--- src/rtl/inst_encoder.sv ---
// RV32 instruction-word builder: validates and encodes one request per cycle into
// a 2-entry output FIFO; illegal requests are dropped and reported via err_* outputs.
module inst_encoder #(
  parameter int CNT_WIDTH = 16
) (
  input  logic                 clk,
  input  logic                 rst,
  input  logic                 in_valid,
  output logic                 in_ready,
  input  logic [2:0]           in_fmt,
  input  logic [6:0]           in_op,
  input  logic [2:0]           in_funct3,
  input  logic [6:0]           in_funct7,
  input  logic [4:0]           in_rd,
  input  logic [4:0]           in_rs1,
  input  logic [4:0]           in_rs2,
  input  logic [31:0]          in_imm,
  output logic                 out_valid,
  input  logic                 out_ready,
  output logic [31:0]          out_instr,
  output logic                 err_pulse,
  output logic [2:0]           err_code,
  output logic [CNT_WIDTH-1:0] emit_count,
  output logic [CNT_WIDTH-1:0] err_count
);
  logic [31:0]          mem_q [2];
  logic [31:0]          mem_d [2];
  logic                 wr_ptr_q, wr_ptr_d, rd_ptr_q, rd_ptr_d;
  logic [1:0]           count_q, count_d;
  logic                 alive_q, alive_d;
  logic                 err_pulse_q, err_pulse_d;
  logic [2:0]           err_code_q, err_code_d;
  logic [CNT_WIDTH-1:0] emit_q, emit_d, errc_q, errc_d;

  logic signed [31:0] simm;
  logic [2:0]         chk_code;
  logic [31:0]        word;
  logic               accept, push, pop;

  // alive_q keeps in_ready low during reset and rises on the first edge after release
  assign in_ready   = alive_q & (count_q != 2'd2);
  assign out_valid  = (count_q != 2'd0);
  assign out_instr  = out_valid ? mem_q[rd_ptr_q] : 32'd0;
  assign err_pulse  = err_pulse_q;
  assign err_code   = err_code_q;
  assign emit_count = emit_q;
  assign err_count  = errc_q;

  always_comb begin
    simm     = $signed(in_imm);
    chk_code = 3'd0;
    case (in_fmt)
      3'd0: chk_code = 3'd0;
      3'd1, 3'd2:
        if (simm < -32'sd2048 || simm > 32'sd2047) chk_code = 3'd2;
      3'd3:
        if (simm < -32'sd4096 || simm > 32'sd4094) chk_code = 3'd2;
        else if (in_imm[0])                        chk_code = 3'd3;
      3'd4:
        if (in_imm[11:0] != 12'd0) chk_code = 3'd4;
      3'd5:
        if (simm < -32'sd1048576 || simm > 32'sd1048574) chk_code = 3'd2;
        else if (in_imm[0])                              chk_code = 3'd3;
      default: chk_code = 3'd1;
    endcase
  end

  always_comb begin
    word = 32'd0;
    case (in_fmt)
      3'd0: word = {in_funct7, in_rs2, in_rs1, in_funct3, in_rd, in_op};
      3'd1: word = {in_imm[11:0], in_rs1, in_funct3, in_rd, in_op};
      3'd2: word = {in_imm[11:5], in_rs2, in_rs1, in_funct3, in_imm[4:0], in_op};
      3'd3: word = {in_imm[12], in_imm[10:5], in_rs2, in_rs1, in_funct3,
                    in_imm[4:1], in_imm[11], in_op};
      3'd4: word = {in_imm[31:12], in_rd, in_op};
      3'd5: word = {in_imm[20], in_imm[10:1], in_imm[11], in_imm[19:12], in_rd, in_op};
      default: word = 32'd0;
    endcase
  end

  always_comb begin
    accept      = in_valid & in_ready;
    push        = accept & (chk_code == 3'd0);
    pop         = out_valid & out_ready;
    mem_d       = mem_q;
    wr_ptr_d    = wr_ptr_q;
    rd_ptr_d    = rd_ptr_q;
    count_d     = count_q;
    alive_d     = 1'b1;
    err_pulse_d = 1'b0;
    err_code_d  = err_code_q;
    emit_d      = emit_q;
    errc_d      = errc_q;
    if (push) begin
      mem_d[wr_ptr_q] = word;
      wr_ptr_d        = ~wr_ptr_q;
    end
    if (pop) rd_ptr_d = ~rd_ptr_q;
    if (push && !pop)      count_d = count_q + 2'd1;
    else if (!push && pop) count_d = count_q - 2'd1;
    if (accept && chk_code != 3'd0) begin
      err_pulse_d = 1'b1;
      err_code_d  = chk_code;
      if (errc_q != '1) errc_d = errc_q + 1'b1;
    end
    if (pop && emit_q != '1) emit_d = emit_q + 1'b1;
  end

  always_ff @(posedge clk or negedge rst) begin
    if (!rst) begin
      mem_q[0]    <= 32'd0;
      mem_q[1]    <= 32'd0;
      wr_ptr_q    <= 1'b0;
      rd_ptr_q    <= 1'b0;
      count_q     <= 2'd0;
      alive_q     <= 1'b0;
      err_pulse_q <= 1'b0;
      err_code_q  <= 3'd0;
      emit_q      <= '0;
      errc_q      <= '0;
    end else begin
      mem_q       <= mem_d;
      wr_ptr_q    <= wr_ptr_d;
      rd_ptr_q    <= rd_ptr_d;
      count_q     <= count_d;
      alive_q     <= alive_d;
      err_pulse_q <= err_pulse_d;
      err_code_q  <= err_code_d;
      emit_q      <= emit_d;
      errc_q      <= errc_d;
    end
  end
endmodule
--- config.mk ---
export PLATFORM = sky130hd
export DESIGN_NAME = inst_encoder
export DESIGN_NICKNAME = d
export VERILOG_FILES = /design/src/rtl/inst_encoder.sv
export SDC_FILE = /design/constraint.sdc
export NUM_CORES = 1
export LEC_CHECK = 0
export CORE_MARGIN = 2
export CORE_UTILIZATION = 54
export CTS_BUF_LIST = sky130_fd_sc_hd__clkbuf_8 sky130_fd_sc_hd__clkbuf_16
export DETAILED_ROUTE_END_ITERATION = 12
export PLACE_DENSITY = 0.86
export SLEW_MARGIN = 20
export SYNTH_ARGS = -nofsm -noshare
export SYNTH_HDL_FRONTEND = slang
export SYNTH_SLANG_ARGS = --single-unit
--- constraint.sdc ---
create_clock -name clk -period 3.1 [get_ports clk]
set_input_delay 0.465 -clock clk [delete_from_list [all_inputs] [get_ports clk]]
set_output_delay 0.465 -clock clk [all_outputs]
set_load 0.01 [all_outputs]
# Word-level counts from Yosys, hierarchy flattened

Cells that the tools add are included.

Register bits after elaboration: 105
Bits of input ports: 71
Output and inout bits: 70

$add $sub $neg: 4
Order comparisons: 9
Eq/ne operators: 8
Muxes and demuxes: 17
Bitwise operators: 8
Reduce and logical (&&, ||, !) cells: 18

Operators with widths:

| cell                                                            | number |
|---|---|
| case mux 32 bit (6 select lines)                                | 1 |
| two-way mux 32 bit                                              | 5 |
| bitwise mux 64 bit                                              | 1 |
| adder 16 x 1 -> 16 bit, second input constant                   | 2 |
| demux 32 bit (select 1 bit)                                     | 1 |
| greater-than comparator 32 x 12 -> 1 bit, second input constant | 1 |
| greater-than comparator 32 x 13 -> 1 bit, second input constant | 1 |
| greater-than comparator 32 x 21 -> 1 bit, second input constant | 1 |
| less-than comparator 32 x 12 -> 1 bit, second input constant    | 1 |
| less-than comparator 32 x 13 -> 1 bit, second input constant    | 1 |
| less-than comparator 32 x 21 -> 1 bit, second input constant    | 1 |
| inequality test 16 bit, second input constant                   | 2 |
| case mux 3 bit (5 select lines)                                 | 1 |
| nonzero test 12 bit                                             | 1 |
| two-way mux 2 bit                                               | 5 |
| equality test 3 x 2 -> 1 bit, second input constant             | 2 |
| equality test 3 bit, second input constant                      | 2 |
| zero test 3 bit                                                 | 2 |
| two-way mux 3 bit                                               | 2 |
| logical AND 1 bit                                               | 5 |
| bitwise AND 1 bit                                               | 4 |
| greater-or-equal comparator 2 bit, second input constant        | 2 |
| inverter 1 -> 2 bit                                             | 2 |
| nonzero test 2 bit                                              | 2 |
| 12 further kinds                                                | 16 |

# Longest topological paths before layout

Depth after elaboration: 10
Mapped depth: 12
Depth with buffers taken out: 10

# Least setup slack after synthesis

OpenSTA, ideal clock, no wires.

Path kind: in2reg
From: in in_imm[19]
To: reg count_q[1]
Arrival: 2.667 ns
Required time: 2.975 ns
Setup slack: 0.307 ns
Cell stages on the path: 11
Buffers on the path: 1
Cells stage by stage: or4_1 -> nor2_1 -> a32oi_1 -> o2bb2ai_1 -> a21oi_1 -> clkbuf_1 -> and3_1 -> ha_1 -> xor2_1 -> nor2_1 -> xor2_1

Cells in the longest elaborated chain, start to end: 9
Elaborated cells on any way between the ends: 20

Ends and longest elaborated chain:

| element                                                       | line       | RTL |
|---|---|---|
| start: declaration                                            | 17         | `input logic [31:0] in_imm,` |
| less-than comparator 32 x 21 -> 1 bit (tied with other cells) | 62         | `if (simm < -32'sd1048576 \|\| simm > 32'sd1048574) chk_code = 3'd2;` |
| logical OR 1 bit, on equally long branches                    | 62, 55, 57 |  |
| two-way mux 3 bit (tied with other cells)                     | 62         |  |
| case mux 3 bit (5 select lines) (*)                           | 52         | `case (in_fmt)` |
| zero test 3 bit (*)                                           | 84         | `push = accept & (chk_code == 3'd0);` |
| bitwise AND 1 bit (*)                                         | 84         |  |
| named net push                                                | 38         | `logic accept, push, pop;` |
| zero test 1 bit                                               | 101        | `else if (!push && pop) count_d = count_q - 2'd1;` |
| logical AND 1 bit                                             | 101        |  |
| nonzero test 2 bit (no line)                                  | -          |  |
| end signal: assignment                                        | 126        | `count_q <= count_d;` |
| end: declaration                                              | 29         | `logic [1:0] count_q, count_d;` |

The timed path passes the listed nets; every way through them passes the cells marked *.
A chain may end at the register's enable or synchronous reset.

# Worst setup path in the final report

Ends and elaborated chain as after synthesis.

==> key figures <==
Synthesis
  • Synth area leader: dfrtp_1
  • Main area contributors after synthesis: dfrtp_1, mux2_4, mux2i_1
  • Seq cells post-synth: 105
  • Netlist Area Pre-Place: 0.00575 mm²
  • Syn. warnings: 0
  • Seq/Total Area, Yosys: 45.7%
  • Instance count of the mapped netlist: 536
  • Post-synth cell types: 46
  • Area share of the largest cell type after synthesis: 45.7%
  • Mean Syn Cell Area: 10.7 µm²
  • Syn Nets: 610

Place
  • Port Buffer Count: 140
  • Placer Congestion: 0.944
  • Hpwl dp: 11300 µm
  • Post-Place Worst Slack: -0.152 ns
  • DP Area: 0.00755 mm²

Setup path
  • Critical path class: in -> reg
  • CP max FO: 4
  • Worst r2r src: count_q[0]
  • Worst Path Required: 3.38 ns
  • Worst Path Arrival: 3.15 ns
  • Capture point of the worst reg-to-reg path: err_count[7]
  • Crit. End Element: flop
  • R2R cell count: 6
  • Reg-to-reg slack, setup: 0.80 ns
  • CP startpoint kind: input port
  • Worst setup path startpoint: in_imm[19]
  • Worst Setup EP: count_q[1]

STA
  • Setup violators final: 0
  • Clock Skew: 0.00922 ns
  • Slew HR: 35.6%
  • TNS Setup: 0 ns
  • Post-route setup slack: 0.236 ns
  • Final period util: 92.4%
  • Final hold vios: 0
  • Worst slew pin tran: 0.966 ns
  • Fin. max-slew vios: 0
  • Unrepaired setup endpoints after global routing: no
  • Crit path time final: 2.86 ns
  • Fmax: 349 MHz

Clock tree
  • Cts repair resizes: 0
  • Worst-path clk slew: 0.10 ns
  • Setup repair bufs after CTS: 0
  • TritonCTS clock tree: yes
  • Clk sinks: 105
  • Clk Latency, worst-skew pair: 0.39 ns
  • CTS Buffer Depth: 2
  • Clock root cell: clkbuf_8
  • Hold_buf cts: 0
  • CTS H-Tree Depth: 3
  • CTS Buf Count: 9

Global routing
  • GR Util All Layers: 27.9%
  • Global-route wire length before repair: 25000 µm
  • Largest net degree at the start of global routing: 77
  • Gr ovfl total: 0
  • Antenna violations before repair: 0
  • Vias in the first global route: 5004

Finish
  • Share of post-route cells with drive strength above 1: 17.4%
  • # fillers: 717
  • Final core utilization: 75.1%
  • Layout net count: 775
  • Final Instance Area: 0.00776 mm²
  • Area occupied by multi-input gates: 0.00292 mm²
  • Syn-to-layout area delta: 34.8%
  • Sequential cell area: 0.00263 mm²
  • Antenna cell count: 0

Route
  • Final WL: 15000 µm
  • Detail Route Antenna Nets: 0
  • # DRC: 0
  • WL/cell: 17.8 µm
  • Vias per inst: 5.64
  • DR pass1 iterations: 5
  • DRT iter0 DRCs: 260
  • Via Count: 4751

Power
  • Max VDD drop: 0.507 mV
  • Final Power: 5720 µW
  • Leakage power: 0.00364 µW
  • PwrDens: 737 mW/mm²

Floorplan
  • Die W: 107 µm
  • I/O Pins: 141
  • Core area: 0.0103 mm²
  • Die area: 0.0115 mm²
  • Row cnt: 37
  • Initial Util: 55.7%
  • Die Height: 107 µm

Run status
  • Outcome: completed

Hold path
  • Hold Crit Class: in -> async

Flow run
  • Max Cap Viol: 0
[cell type report]
class | instances | share of cell area (%)
multi-input cells | 386 | 37.6
flip-flops and latches | 105 | 33.9
repair buffers | 181 | 22.8
well taps | 136 | 2.19
clock buffers | 10 | 1.77
inverters | 18 | 0.871
clock inverters | 6 | 0.855
[metal layers]
layer / wire length, µm / vias up / track usage, %
met5: 0 / - / 0
met4: 461 / 0 / 12.3
met3: 611 / 35 / 5.90
met2: 7550 / 146 / 46.6
met1: 6350 / 2342 / 35.0
li1: - / 2228 / -
[state kept, by name (all words and copies together) (netlist names)]
signal,cells
count_q,2
rd_ptr_q,1
wr_ptr_q,1
err_code,3
mem_q,64
err_pulse,1
err_count,16
emit_count,16
alive_q,1
[synthesized netlist by cell type (all sizes together)]
cell     number
dfrtp       105
o21a          1
and3          7
conb          1
a32oi         1
a211oi       12
mux2         68
xor2         22
nor3          6
or3           1
a21oi        15
o31a          1
o22ai         2
a311o         1
a31oi         1
a22oi         5
clkbuf       16
o311ai        1
nor2         57
a22o          5
and4          3
a21boi        1
a2111oi       1
nand3        15
inv          18
o211a         1
ha            3
o21ai        24
o2bb2ai       1
buf          11
or4           2
nor2b         2
nand2b        2
nand2        40
mux2i        41
xnor2        12
nand4        16
nor4          6
and2          9
[worst min path at each step]
| stage | slack, ns | start | endpoint |
|---|---|---|---|
| floorplan | 0.17 | rst | alive_q |
| global placement | 0.47 | mem_q[35] | mem_q[35] |
| detailed placement | 0.48 | err_count[5] | err_count[5] |
| CTS | 0.24 | rst | mem_q[11] |
| global route | 0.27 | rst | mem_q[16] |
| finish | 0.20 | rst | mem_q[17] |
[report_power, final]
part,total [µW],internal [µW],switching [µW]
clock network,888,400,488
logic,2590,1520,1070
registers,2240,1860,386
[cells by family after synthesis]
family / synth area share, %
xor+xnor: 5.17
flops: 45.7
simple gates: 14.2
buf+inv: 3.76
other cells: 0.0652
compound gates: 8.07
fa+ha+maj: 0.652
mux: 22.4
[worst max-delay path: stages]
cell	delay (ns)
clkdlybuf4s50_1	0.42
or4_1	0.54
nor2_1	0.26
and3_1	0.19
o21ai_0	0.12
a21oi_2	0.36
and3_1	0.27
ha_1	0.17
xor2_1	0.15
nor2_1	0.07
xor2_1	0.13
[metrics by stage]
| step | hold WS [ns] | instances |
|---|---|---|
| finish | 0.201 | 842 |
| global route | 0.271 | 842 |
| CTS | 0.242 | 842 |
| detailed placement | 0.478 | 826 |
| global placement | 0.473 | 826 |
| floorplan | 0.169 | 536 |
[placed cells by master, fill, tap and decap left out, types with 6 or more instances in the layout]
cell | Yosys | layout
xnor2_1 | 12 | 12
xor2_1 | 22 | 22
a21oi_1 | 15 | 14
nand3_1 | 14 | 14
nand2_1 | 40 | 40
mux2_2 | 30 | 30
mux2_1 | 8 | 8
nor2_1 | 57 | 56
buf_4 | 0 | 37
a211oi_1 | 12 | 12
and3_1 | 7 | 7
mux2_4 | 30 | 30
o21ai_0 | 24 | 24
nor4_1 | 6 | 6
clkdlybuf4s50_1 | 0 | 139
and2_1 | 9 | 9
inv_1 | 18 | 19
mux2i_1 | 41 | 41
nand4_1 | 15 | 15
dfrtp_1 | 105 | 104
clkbuf_8 | 0 | 10
Note: power is estimated with default switching activity, not from simulation.
